File: src/rtl/jk_excitation_gen.sv
`default_nettype none
// ============================================================================
// Module      : jk_excitation_gen
// Description : Turns a stream of D-style target states into J/K excitation
//               vectors for an external JK flip-flop bank, with a shadow copy
//               of the bank state and a 2-entry valid/ready output buffer.
//               Optional macro JK_CHG_CNT_EN adds a saturating CHG_CNT output.
// Revision    : 1.0 - initial release
// ============================================================================
module jk_excitation_gen #(
    parameter int               WIDTH     = 4,
    parameter logic [WIDTH-1:0] RESET_VAL = '0,
    parameter bit               DC_VAL    = 1'b0
) (
    input  logic             CLK,
    input  logic             RST,
    input  logic [WIDTH-1:0] D,
    input  logic             D_VALID,
    output logic             D_READY,
    output logic [WIDTH-1:0] J,
    output logic [WIDTH-1:0] K,
    output logic             JK_VALID,
    input  logic             JK_READY,
    output logic [WIDTH-1:0] Q_OUT,
    output logic [1:0]       PEND
`ifdef JK_CHG_CNT_EN
    ,
    output logic [15:0]      CHG_CNT
`endif
);

    localparam logic [1:0] S_EMPTY = 2'd0;
    localparam logic [1:0] S_ONE   = 2'd1;
    localparam logic [1:0] S_TWO   = 2'd2;

    logic [1:0]       state_q, state_d;
    logic [WIDTH-1:0] shadow_q, shadow_d;
    logic [WIDTH-1:0] head_j_q, head_j_d;
    logic [WIDTH-1:0] head_k_q, head_k_d;
    logic [WIDTH-1:0] tail_j_q, tail_j_d;
    logic [WIDTH-1:0] tail_k_q, tail_k_d;
    logic [WIDTH-1:0] new_j, new_k;
    logic             accept, pop;

    // Excitation is always taken against the shadow, i.e. the previous target.
    always_comb begin
        new_j = '0;
        new_k = '0;
        for (int i = 0; i < WIDTH; i++) begin
            case ({shadow_q[i], D[i]})
                2'b00:   begin new_j[i] = 1'b0;   new_k[i] = DC_VAL; end
                2'b01:   begin new_j[i] = 1'b1;   new_k[i] = DC_VAL; end
                2'b10:   begin new_j[i] = DC_VAL; new_k[i] = 1'b1;   end
                default: begin new_j[i] = DC_VAL; new_k[i] = 1'b0;   end
            endcase
        end
    end

    assign D_READY  = (state_q != S_TWO);
    assign JK_VALID = (state_q != S_EMPTY);
    assign accept   = D_VALID & D_READY;
    assign pop      = JK_VALID & JK_READY;

    always_comb begin
        state_d  = state_q;
        head_j_d = head_j_q;
        head_k_d = head_k_q;
        tail_j_d = tail_j_q;
        tail_k_d = tail_k_q;
        shadow_d = accept ? D : shadow_q;
        case (state_q)
            S_EMPTY: begin
                if (accept) begin
                    head_j_d = new_j;
                    head_k_d = new_k;
                    state_d  = S_ONE;
                end
            end
            S_ONE: begin
                case ({accept, pop})
                    2'b10: begin
                        tail_j_d = new_j;
                        tail_k_d = new_k;
                        state_d  = S_TWO;
                    end
                    2'b01: begin
                        state_d = S_EMPTY;
                    end
                    2'b11: begin
                        head_j_d = new_j;
                        head_k_d = new_k;
                    end
                    default: begin
                    end
                endcase
            end
            S_TWO: begin
                if (pop) begin
                    head_j_d = tail_j_q;
                    head_k_d = tail_k_q;
                    state_d  = S_ONE;
                end
            end
            default: begin
                state_d = S_EMPTY;
            end
        endcase
    end

    always_ff @(posedge CLK or posedge RST) begin
        if (RST) begin
            state_q  <= S_EMPTY;
            shadow_q <= RESET_VAL;
            head_j_q <= '0;
            head_k_q <= '0;
            tail_j_q <= '0;
            tail_k_q <= '0;
        end else begin
            state_q  <= state_d;
            shadow_q <= shadow_d;
            head_j_q <= head_j_d;
            head_k_q <= head_k_d;
            tail_j_q <= tail_j_d;
            tail_k_q <= tail_k_d;
        end
    end

    assign J     = head_j_q;
    assign K     = head_k_q;
    assign Q_OUT = shadow_q;
    assign PEND  = state_q;

`ifdef JK_CHG_CNT_EN
    logic [15:0] cnt_q, cnt_d;
    logic [16:0] cnt_sum;

    // A bit is counted whenever the popped entry drives J or K high on it.
    always_comb begin
        cnt_sum = {1'b0, cnt_q};
        for (int i = 0; i < WIDTH; i++) begin
            cnt_sum = cnt_sum + 17'(head_j_q[i] | head_k_q[i]);
        end
        cnt_d = cnt_q;
        if (pop) begin
            cnt_d = cnt_sum[16] ? 16'hFFFF : cnt_sum[15:0];
        end
    end

    always_ff @(posedge CLK or posedge RST) begin
        if (RST) begin
            cnt_q <= '0;
        end else begin
            cnt_q <= cnt_d;
        end
    end

    assign CHG_CNT = cnt_q;
`endif

endmodule
`default_nettype wire

File: config.mk
export PLATFORM = sky130hd
export DESIGN_NAME = jk_excitation_gen
export DESIGN_NICKNAME = d
export VERILOG_FILES = /design/src/rtl/jk_excitation_gen.sv
export SDC_FILE = /design/constraint.sdc
export NUM_CORES = 1
export LEC_CHECK = 0
export ABC_AREA = 1
export CAP_MARGIN = 15
export CORE_AREA = 4 4 63 48
export DETAILED_ROUTE_END_ITERATION = 10
export DIE_AREA = 0 0 67 52
export PLACE_DENSITY = 0.82
export SYNTH_ARGS = -nofsm -noshare
export SYNTH_HDL_FRONTEND = slang
export SYNTH_SLANG_ARGS = --single-unit
File: constraint.sdc
create_clock -name CLK -period 1.8 [get_ports CLK]
set_clock_uncertainty 0.05 [all_clocks]
set_input_delay 0.18 -clock CLK [delete_from_list [all_inputs] [get_ports CLK]]
set_output_delay 0.18 -clock CLK [all_outputs]
set_load 0.05 [all_outputs]
# Yosys cells after proc, flatten, opt, wreduce, memory -nomap -nowiden
# Cells that the tools add are included.
[totals]
input_bits = 8
regBits = 22
output_inout_bits = 16
elab_cells = 52
[classes]
bitwise = 2
n_mux = 20
n_eq_ne = 18
reduce_logical = 6
[ops]
columns = ["op", "n"]
rows = [
  ["4-bit 2-to-1 mux", 6],
  ["4-bit one-hot mux with 3 select lines", 2],
  ["2-bit equality test (second input constant)", 7],
  ["2-bit by 1-bit equality test with 1-bit output (second input constant)", 6],
  ["1-bit 2-to-1 mux", 8],
  ["2-bit inequality test (second input constant)", 3],
  ["2-bit one-hot mux with 3 select lines", 1],
  ["2-bit 2-to-1 mux", 2],
  ["2-bit one-hot mux with 2 select lines", 1],
  ["4-bit AND reduction", 1],
  ["3-bit by 2-bit inequality test with 1-bit output (second input constant)", 1],
  ["3-bit AND reduction", 1],
  ["3-bit nonzero test", 1],
  ["1-bit bitwise AND", 2],
  ["2-bit zero test", 1],
  ["2-bit by 1-bit inequality test with 1-bit output (second input constant)", 1],
  ["2-bit AND reduction", 1],
  ["2-bit nonzero test", 1],
]

# Longest topological paths before layout
[logic_depth]
ltp_word = 5
mapped_depth = 11
ltp_nobuf = 11

# Worst setup path after synthesis
# No wires, ideal clock.
[synth_timing]
kind = "reg-to-reg"
startpoint = "register state_q[0], in the netlist PEND[0]"
endpoint = "register head_j_q[0], in the netlist J[0]"
setup_slack_ns = -0.096
stages_incl_launch_ff = 12
period_less_slack_ns = 1.896
t_required_ns = 1.684
t_arrival_ns = 1.780
path_buffers = 0
path_cell_list = "dfrtp_1 inv_2 nand2_4 nand2_2 inv_1 ha_1 nand2_1 nand2_1 inv_1 nor2_4 nand2_1 nand2_1"
[synth_via]
elab_chain_len = 5
elab_cells_between_ends = 14
[synth_rtl]
columns = ["item", "line", "source"]
rows = [
  ["start, declared", "36", "logic [1:0] state_q, state_d;"],
  ["start signal, assigned", "119", "state_q <= state_d;"],
  ["2-bit inequality test (*)", "59", "assign D_READY = (state_q != S_TWO);"],
  ["1-bit bitwise AND (*)", "61", "assign accept = D_VALID & D_READY;"],
  ["net accept", "43", "logic accept, pop;"],
  ["2-bit equality test", "80", "case ({accept, pop})"],
  ["2-bit by 1-bit inequality test with 1-bit output (no line)", "n/a", ""],
  ["4-bit AND reduction (no line) (*)", "n/a", ""],
  ["end signal, assigned", "121", "head_j_q <= head_j_d;"],
  ["end, declared", "38", "logic [WIDTH-1:0] head_j_q, head_j_d;"],
]
# Mark *: on every way through the listed nets, which the timed path passes. The rest lies on a longest branch.
# A chain may end at the register's enable or synchronous reset.

# Worst setup path in the final report
[layout_timing]
startpoint = "register head_j_q[0], in the netlist J[0]"
endpoint = "output port J[0]"
[layout_lines]
columns = ["item", "line", "source"]
rows = [
  ["end, declared", "20", "output logic [WIDTH-1:0] J,"],
]
# No word-level cell between the ends.

==> results <==
through the flow:
| stage | setup slack [ns] | utilization | cells |
|---|---|---|---|
| 3_3_place_gp | 0.1445 | 0.5890 | 199 |
| 6_report | 0.07421 | 0.6157 | 204 |
| 4_1_cts | 0.009878 | 0.6042 | 203 |
| 2_1_floorplan | 0.1112 | - | 141 |
| 3_5_place_dp | -0.01419 | 0.5890 | 199 |
| 5_1_grt | 0.004693 | 0.6157 | 204 |
power by group:
part | internal (mW) | switching [mW] | total, mW
Combinational | 0.457 | 0.956 | 1.41
Clock | 0.124 | 0.153 | 0.277
Sequential | 0.679 | 0.120 | 0.799
Total | 1.26 | 1.23 | 2.49
state kept, by name (all words and copies together) (netlist names):
signal,cells
J,4
K,4
Q_OUT,4
tail_j_q,4
tail_k_q,4
PEND,2
logic make-up (layout without fill, tap and decap cells):
logic type | count (synthesis) | in the layout
buf+inv | 28 | 57
flops | 22 | 22
compound gates | 22 | 22
simple gates | 66 | 66
fa+ha+maj | 3 | 3
worst paths after layout:
path,slack [ns],to,cells after the start,from
min reg2reg,0.44,K[3],2,K[3]
max in group asynchronous,1.35,PEND[1],3,RST
max,0.07,J[0],1,J[0]
max reg2reg,0.15,J[2],9,PEND[1]
min in group CLK,0.41,Q_OUT[0],3,D[0]
min,0.12,J[0],3,RST
Yosys cell counts, types with 2 or more instances:
| cell | count |
|---|---|
| buf_6 | 2 |
| o21ai_0 | 4 |
| inv_1 | 24 |
| ha_1 | 3 |
| dfrtp_1 | 22 |
| o21ai_1 | 16 |
| nor2_1 | 10 |
| nand2_4 | 3 |
| nand2_1 | 46 |
| inv_2 | 2 |
| nor2_4 | 2 |
| nand2_2 | 2 |
placed cells by master (no fill, tap or decap), types with 4 or more instances in the layout:
master / synthesis / routed
buf_4: 0 / 9
clkdlybuf4s50_1: 0 / 13
dfrtp_1: 22 / 20
inv_1: 24 / 24
nand2_1: 46 / 46
nor2_1: 10 / 10
o21ai_0: 4 / 4
o21ai_1: 16 / 16
timing repair:
action	CTS	global route
gates resized for setup	0	3
endpoints found under the setup margin	0	8
buffers inserted	0	1
per-layer routing:
metal	vias to the layer above	global-route usage	share of wire
li1	481	-	-
met1	444	0.1843	0.42
met2	23	0.2561	0.48
met3	11	0.05400	0.051
met4	0	0.1145	0.049
met5	-	0	0
area by class of cell:
cell class / count / area, um2
inverter: 26 / 97.59
tap: 34 / 42.54
sequential: 22 / 553.0
timing repair buffer: 27 / 275.3
clock buffer: 4 / 36.28
fill: 209 / 915.9
multi-input combinational: 91 / 462.9
==> results.ini <==
[grt]
grt_pass1_wl_um = 4133
antenna_found_initial = 0
grt_pass1_vias = 967
grt_usage = 0.1624
overflow = 0
grt_start_max_net_pins = 23

[sta]
timing.hold.ws_ns = 0.1214
relSlewSlack = 0.6323
rsz0062_at_grt = false
slew_violations = 0
fin_crit_sh = 0.9588
hold_viol = 0
setup_viol = 0
fmax_ghz = 0.5794
layout_min_cycle_time_ns = 1.726
tightest_slew_ns = 0.5506
setup-tns-final_ns = 0

[power]
finalPower_mw = 2.489
p_leak_nw = 0.7888
peakVddDrop_v = 0.0006926
power.density_nw_per_um2 = 1696

[placed_design]
dpl.hpwl_um = 1892
numPortBuffers = 23
place_area_um2 = 1404
gp_congestion = 0.7655

[cells_and_area]
diodes = 0
drive_gt1_frac = 0.1706
final_area_um2 = 1468
area_growth_pct = 29.47
nNetsFinal = 182

[job]
drv_cap = 0

[worst_setup_path]
start_kind = flip-flop
cp.arrival_ns = 1.50
critical-path-max-stage-delay_ns = 0.81
cpMaxStageDelayCell = clkdlybuf4s50_1
required_ns = 1.57
end_kind = primary output
cp_top_family = buffers and inverters
crit_type = reg -> out
path_cells = clkdlybuf4s50_1
worst-path-buf-inv = 1
path_max_fanout = 2

[synthesis]
synth.top_cells.by_area = dfrtp_1 (49%), nand2_1 (15%), inv_1 (7.9%)
synth_top_cell_by_area = dfrtp_1
synthCells = 141
ys.flop_type = dfrtp_1
synthesis.nets = 152
synth-xor-area-share = 0
yosysWarnings = 0
synth_top_area_frac = 0.4857
yosys.area_share.simple = 0.2759
ys_types = 17
synth.area.mux_share = 0
seq_area_frac_synth = 0.4857
synthArstFlopShare = 1.000
synth_edf_count = 0
synth_area_um2 = 1134
synthAdderAreaFrac = 0.03311
ys_seq_elements = 22
synth_top_family_by_area = simple AND/OR/NAND/NOR gates
synth_compound_area_frac = 0.09934
syn_area_per_cell_um2 = 8.040

[detailed_routing]
wirelength_um = 2398
wl_per_cell_um = 11.75
drt_iter0_markers = 40
drc = 0
ant_nets = 0
num_vias = 959
firstDrtPassIters = 5
routed_via_density = 4.701

[floorplan]
dieArea_um2 = 3484
core_area_um2 = 2384
die_w_um = 67
initial_core_util = 0.4756
fp.dieH_um = 52
std_cell_rows = 15
ios = 24

[cts]
insertion_delay_ns = 0.32
clk_pin_slew_ns = 0.11
numClockSinks = 22
cts_buffer_depth = 2
cts_tree = built
cts_buffers = 3
cts.htree.levels = 1
cts_root_buf = clkbuf_4
cts_hold_buf = 0

[min_path]
hp-class = in -> async

[status]
outcome = finished clean

(Power assumes the default switching activity.)
